## src/rtl/fixed_adder_tree_pipe.sv

```systemverilog
// Pipelined N-input signed adder tree: one register per tree level, global valid/ready stall,
// and saturating or wrapping narrowing of the full-precision sum into OUT_WIDTH bits.
module fixed_adder_tree_pipe #(
    parameter int N_INPUTS  = 3,
    parameter int IN_WIDTH  = 32,
    parameter int OUT_WIDTH = 35,
    parameter bit SATURATE  = 1'b1
) (
    input  logic                         clk,
    input  logic                         rst_n,
    input  logic                         clear,
    input  logic                         in_valid,
    output logic                         in_ready,
    input  logic [N_INPUTS*IN_WIDTH-1:0] in_data,
    output logic                         out_valid,
    input  logic                         out_ready,
    output logic [OUT_WIDTH-1:0]         out_data,
    output logic                         out_overflow
);
    localparam int LEVELS = $clog2(N_INPUTS);
    localparam int FULL_W = IN_WIDTH + LEVELS;

    typedef logic [N_INPUTS-1:0][FULL_W-1:0] vec_t;

    if (N_INPUTS < 2 || N_INPUTS > 16 || OUT_WIDTH < IN_WIDTH) begin : g_param_check
        $error("fixed_adder_tree_pipe: N_INPUTS must be 2..16 and OUT_WIDTH >= IN_WIDTH");
    end

    // Number of live elements entering tree level k.
    function automatic int unsigned width_at(input int unsigned k);
        return (N_INPUTS + (1 << k) - 1) >> k;
    endfunction

    function automatic vec_t pair_sum(input vec_t a, input int unsigned n);
        vec_t r;
        r = '0;
        for (int unsigned j = 0; j < N_INPUTS; j++) begin
            if (2 * j + 1 < n)
                r[j] = a[2 * j] + a[2 * j + 1];
            else if (2 * j < n)
                r[j] = a[2 * j];
        end
        return r;
    endfunction

    // The last level always sees exactly two live elements since 2^(LEVELS-1) < N_INPUTS.
    function automatic logic [FULL_W-1:0] tree_tail(input vec_t a);
        logic [FULL_W-1:0] s;
        s = '0;
        for (int unsigned j = 0; j < 2; j++)
            s = s + a[j];
        return s;
    endfunction

    vec_t                     ext;
    logic signed [FULL_W-1:0] full_sum;
    logic                     last_v;
    logic [OUT_WIDTH-1:0]     narrow;
    logic                     ovf;

    assign in_ready = !out_valid || out_ready;

    always_comb begin
        ext = '0;
        for (int unsigned i = 0; i < N_INPUTS; i++)
            ext[i] = FULL_W'(signed'(in_data[i*IN_WIDTH +: IN_WIDTH]));
    end

    if (LEVELS == 1) begin : g_flat
        always_comb begin
            full_sum = tree_tail(ext);
            last_v   = in_valid;
        end
    end else begin : g_stages
        vec_t              stg_q [LEVELS-1];
        logic [LEVELS-2:0] stg_v;

        always_ff @(posedge clk or negedge rst_n) begin
            if (!rst_n) begin
                stg_v <= '0;
                for (int unsigned k = 0; k < LEVELS - 1; k++)
                    stg_q[k] <= '0;
            end else begin
                if (clear) begin
                    stg_v <= '0;
                end else if (in_ready) begin
                    stg_v[0] <= in_valid;
                    for (int unsigned k = 1; k < LEVELS - 1; k++)
                        stg_v[k] <= stg_v[k-1];
                end
                if (in_ready) begin
                    stg_q[0] <= pair_sum(ext, N_INPUTS);
                    for (int unsigned k = 1; k < LEVELS - 1; k++)
                        stg_q[k] <= pair_sum(stg_q[k-1], width_at(k));
                end
            end
        end

        always_comb begin
            full_sum = tree_tail(stg_q[LEVELS-2]);
            last_v   = stg_v[LEVELS-2];
        end
    end

    if (OUT_WIDTH >= FULL_W) begin : g_wide
        always_comb begin
            narrow = OUT_WIDTH'(full_sum);
            ovf    = 1'b0;
        end
    end else begin : g_narrow
        logic [FULL_W-OUT_WIDTH:0] top_bits;

        // The sum fits iff every bit from the OUT_WIDTH sign position upward agrees.
        always_comb begin
            top_bits = full_sum[FULL_W-1:OUT_WIDTH-1];
            ovf      = !((&top_bits) || !(|top_bits));
            narrow   = full_sum[OUT_WIDTH-1:0];
            if (ovf && SATURATE)
                narrow = full_sum[FULL_W-1] ? {1'b1, {(OUT_WIDTH-1){1'b0}}}
                                            : {1'b0, {(OUT_WIDTH-1){1'b1}}};
        end
    end

    always_ff @(posedge clk or negedge rst_n) begin
        if (!rst_n) begin
            out_valid    <= 1'b0;
            out_data     <= '0;
            out_overflow <= 1'b0;
        end else if (clear) begin
            out_valid    <= 1'b0;
            out_overflow <= 1'b0;
        end else if (in_ready) begin
            out_valid    <= last_v;
            out_data     <= narrow;
            out_overflow <= last_v && ovf;
        end
    end
endmodule

```

## config.mk

```make
export PLATFORM = sky130hd
export DESIGN_NAME = fixed_adder_tree_pipe
export DESIGN_NICKNAME = d
export VERILOG_FILES = /design/src/rtl/fixed_adder_tree_pipe.sv
export SDC_FILE = /design/constraint.sdc
export NUM_CORES = 1
export LEC_CHECK = 0
export ABC_AREA = 1
export BUFFER_PORTS_ARGS = -buffer_cell sky130_fd_sc_hd__buf_2
export CAP_MARGIN = 20
export CORE_UTILIZATION = 62
export DETAILED_ROUTE_END_ITERATION = 7
export GPL_TIMING_DRIVEN = 0
export MAX_ROUTING_LAYER = met4
export PLACE_DENSITY = 0.95
export SLEW_MARGIN = 20
export SYNTH_ARGS = -nofsm -noshare
export SYNTH_HDL_FRONTEND = slang
export SYNTH_SLANG_ARGS = --single-unit
export TNS_END_PERCENT = 1
```

## constraint.sdc

```tcl
create_clock -name clk -period 5.64 [get_ports clk]
set_clock_uncertainty 0.05 [all_clocks]
set_input_delay 1.128 -clock clk [delete_from_list [all_inputs] [get_ports clk]]
set_output_delay 1.128 -clock clk [all_outputs]
set_load 0.01 [all_outputs]
```

# Word-level counts from Yosys, hierarchy flattened
# Index checks and enable logic that the tools add are counted.
dict set report op_classes {
  reduce_logical 4
  n_mul 0
  bitwise_logic 1
  div_mod_pow 0
  mux 6
  addsub 2
  eq_ne 0
  n_shift 0
  order_cmp 0
}
# op count
set ops {}
lappend ops {{$add A34 B34 Y34} 1}
lappend ops {{$add A32 B32 Y33} 1}
lappend ops {{$mux W1} 6}
lappend ops {{$reduce_and A2 Y1} 1}
lappend ops {{$reduce_bool A2 Y1} 1}
lappend ops {{$logic_not A1 Y1} 1}
lappend ops {{$logic_or A1 B1 Y1} 1}
lappend ops {{$not A1 Y1} 1}
dict set report totals {
  output_inout_bits 38
  elab_cells 19
  memories 0
  rom_bits 0
  regBits 103
  latch_bits 0
  ramBits 0
}

# Longest topological paths before layout
dict set report logic_depth {
  ltp_word 4
  mapped_depth 14
}

# Worst setup path before layout
# No wires, ideal clock.
dict set report synth_timing {
  path_kind {input -> output}
  startpoint {input out_ready}
  endpoint {output in_ready}
  arrival_ns 1.752
  cell_stages 4
  path_buffers 2
  setup_slack_ns 2.710
  path_cell_list {nor2_2 -> inv_1 -> buf_2 -> buf_1}
}
dict set report synth_between {
  elab_chain_len 1
}
# item line
set synth_rtl {}
lappend synth_rtl {{start, declared} 16} ;# input logic out_ready,
lappend synth_rtl {{$logic_or A1 B1 Y1} 61} ;# assign in_ready = !out_valid || out_ready;
lappend synth_rtl {{end, declared} 13} ;# output logic in_ready,
# Every way passes these cells.

# Worst setup path in the final report
# Same ends and word-level chain as after synthesis.

==> results.toml <==
[run_status]
status = "finished clean"

[route]
totalWireLength_mm = 23.73
wl_per_cell_um = 14.57
ant_nets = 0
firstDrtPassIters = 6
drt-initial-drc-count = 779
drt-vias-per-instance = 5.401
via_count = 8798
drc_errors = 0

[logic_synthesis]
synth_most_common_cell = "nand2_1"
synth.net_count = 1471
syn_inst = 1303
synth.cell_area_mm2 = 0.008260
synth_area_leaders = "dfrtp_1, nand2_1, ha_1"
yosysWarnings = 0
synth_ff_type = "dfrtp_1"
ys_ff_latch = 101
synthTopCellsByCount = "nand2_1, inv_1, nor2_1, dfrtp_1, nand3_1"
syn_avg_cell_area_um2 = 6.340
synth_top_cell_by_area = "dfrtp_1"
yosys.cell_types.count = 33
synth-seq-area-share_pct = 30.60
ys_async_sr_fraction_pct = 100.0
synth_edf_count = 0
synth_top_area_share_pct = 30.60

[clock_tree]
path_clk_slew_ps = 70
cts.path.max_buffers = 2
clock_sinks = 101
numCtsBuffers = 9
cts_root_buf = "clkbuf_16"
ctsHoldBuffers = 0
cts_setup_buffers = 0
cts_tree = "built"
ctsResizeCount = 0
h-tree-depth = 3
clock_latency_ps = 360

[cells_and_area]
area_delta_synth_final_pct = 15.01
nets = 1620
drive_gt1_share_pct = 13.80
diodes = 0
finalCoreUtilization_pct = 74.08

[timing]
max_slew.worst_pin.slew_ps = 696.9
fin_crit_ps = 3623
hold_viol = 0
max_freq_mhz = 276.0
rsz0062_at_grt = "false"
slew_headroom_pct = 53.54
slew_violations = 0
post-route-period-util_pct = 64.24
setup_viol = 0
tns_ps = 0
hold-worst-slack_ps = 424.6
setup_ws_ps = 2017

[floorplanning]
die_x_um = 117.4
die_height_um = 117.4
io-pin-count = 139
core-area_mm2 = 0.01282
rows = 41
initial_core_util_pct = 64.41
die_area_mm2 = 0.01379

[global_routing]
grt_use_total_pct = 36.82
grt_max_degree = 68
grt_pass1_vias = 8382
antenna_found_initial = 0
grt-ovfl-total = 0
grt_pass1_wl_mm = 39.16

[run]
cap_violations = 0

[placement]
post-place-ws_ps = 2049
io_buffers = 137
gp_congestion = 0.9415
dpl.hpwl_mm = 19.81

[setup_path]
cp-end-kind = "primary output"
cp_common_cell = "buf_2"
cp.required_ps = 4460
slowest_delay_ps = 350
crit_chain = "buf_2 -> nor2_2 -> inv_1 -> buf_2 -> buf_1 -> buf_2"
path_max_fanout = 10
r2r_cells = 13
cp.arrival_ps = 2450
critical-path-slowest-cell = "nor2_2"
path_class = "in -> out"
cp-start-kind = "primary input"

[power_and_ir_drop]
leakagePower_nw = 5.332
vdd_drop_max_mv = 0.1652
power_density_mw_per_mm2 = 309.5

[worst_hold_path]
holdPathStages = 2
hold_class = "reg -> reg"
metrics by stage:
stage	instances	power (mW)	instance area [µm²]
floorplan	1303	1.874	8260
finish	1629	2.940	9500
global placement	1612	2.246	9161
global route	1629	3.150	9500
detailed placement	1613	2.288	9195
CTS	1629	2.920	9500
sequential cells by signal, indices dropped and copies added (netlist names):
signal / count
g_stages.stg_q: 65
out_data: 34
out_valid: 1
g_stages.stg_v: 1
area by class of cell:
class                      count  area (µm²)
multi-input combinational   1009        4990
fill                        1086        3324
sequential                   101        2527
timing repair buffer         138       719.4
inverter                     171       641.9
clock buffer                  10       229.0
tap                          172       215.2
buffer                        22       101.3
clock inverter                 6       76.32
metal layers:
metal / vias up / track usage, % / part of all wire [%]
met3: 66 / 2.237 / 4.7
met4: 0 / 15.75 / 3.6
li1: 4412 / - / -
met1: 3972 / 42.79 / 41
met5: - / - / 0
met2: 348 / 65.68 / 50
critical path: cells and delay by family:
family                 cells  cell delay [ps]
and+or+nand+nor            1              350
buffers and inverters      5              960
cell usage in the layout, fill, tap and decap left out, drive strengths merged:
| master | synthesis | final |
|---|---|---|
| nand2 | 532 | 532 |
| inv | 171 | 174 |
| buf | 13 | 151 |
| nor2 | 113 | 113 |
| dfrtp | 101 | 101 |
| nand3 | 78 | 78 |
| a21oi | 74 | 74 |
| o21ai | 67 | 67 |
| ha | 65 | 65 |
| nor3 | 21 | 21 |
| clkbuf | 9 | 19 |
| nand4 | 15 | 15 |
| xnor2 | 15 | 15 |
| xor2 | 7 | 7 |
| or2 | 6 | 6 |
| o21bai | 5 | 5 |
| nand3b | 3 | 3 |
| a31oi | 2 | 2 |
| fa | 2 | 2 |
| clkinv | 0 | 2 |
| o21a | 1 | 1 |
| o31ai | 1 | 1 |
| a211oi | 1 | 1 |
| conb | 1 | 1 |
| bufinv | 0 | 1 |
report_power, final:
part | internal [mW] | switching, mW
clock | 0.352 | 0.284
combinational | 0.480 | 0.838
sequential | 0.886 | 0.101
total | 1.72 | 1.22
cell families after synthesis:
logic type	Yosys count	synth area share, %
AOI/OAI and AO/OA	151	9.649
buffers and inverters	193	8.997
adders and majority gates	67	10.33
and+or+nand+nor	768	38.05
DFF	101	30.60
xor gates and xnor gates	22	2.333
other	1	0.04540
worst paths after layout:
path	slack [ps]	start	to
worst max-delay path	2020	out_ready	in_ready
worst min-delay path	420	out_data[32]	out_data[32]
worst max register to register	3310	g_stages.stg_q[34]	out_data[28]
worst min register to register	420	out_data[32]	out_data[32]
max in group asynchronous	4310	rst_n	g_stages.stg_q[23]
min in group asynchronous	590	rst_n	out_data[1]
Note: power is estimated with default switching activity, not from simulation.
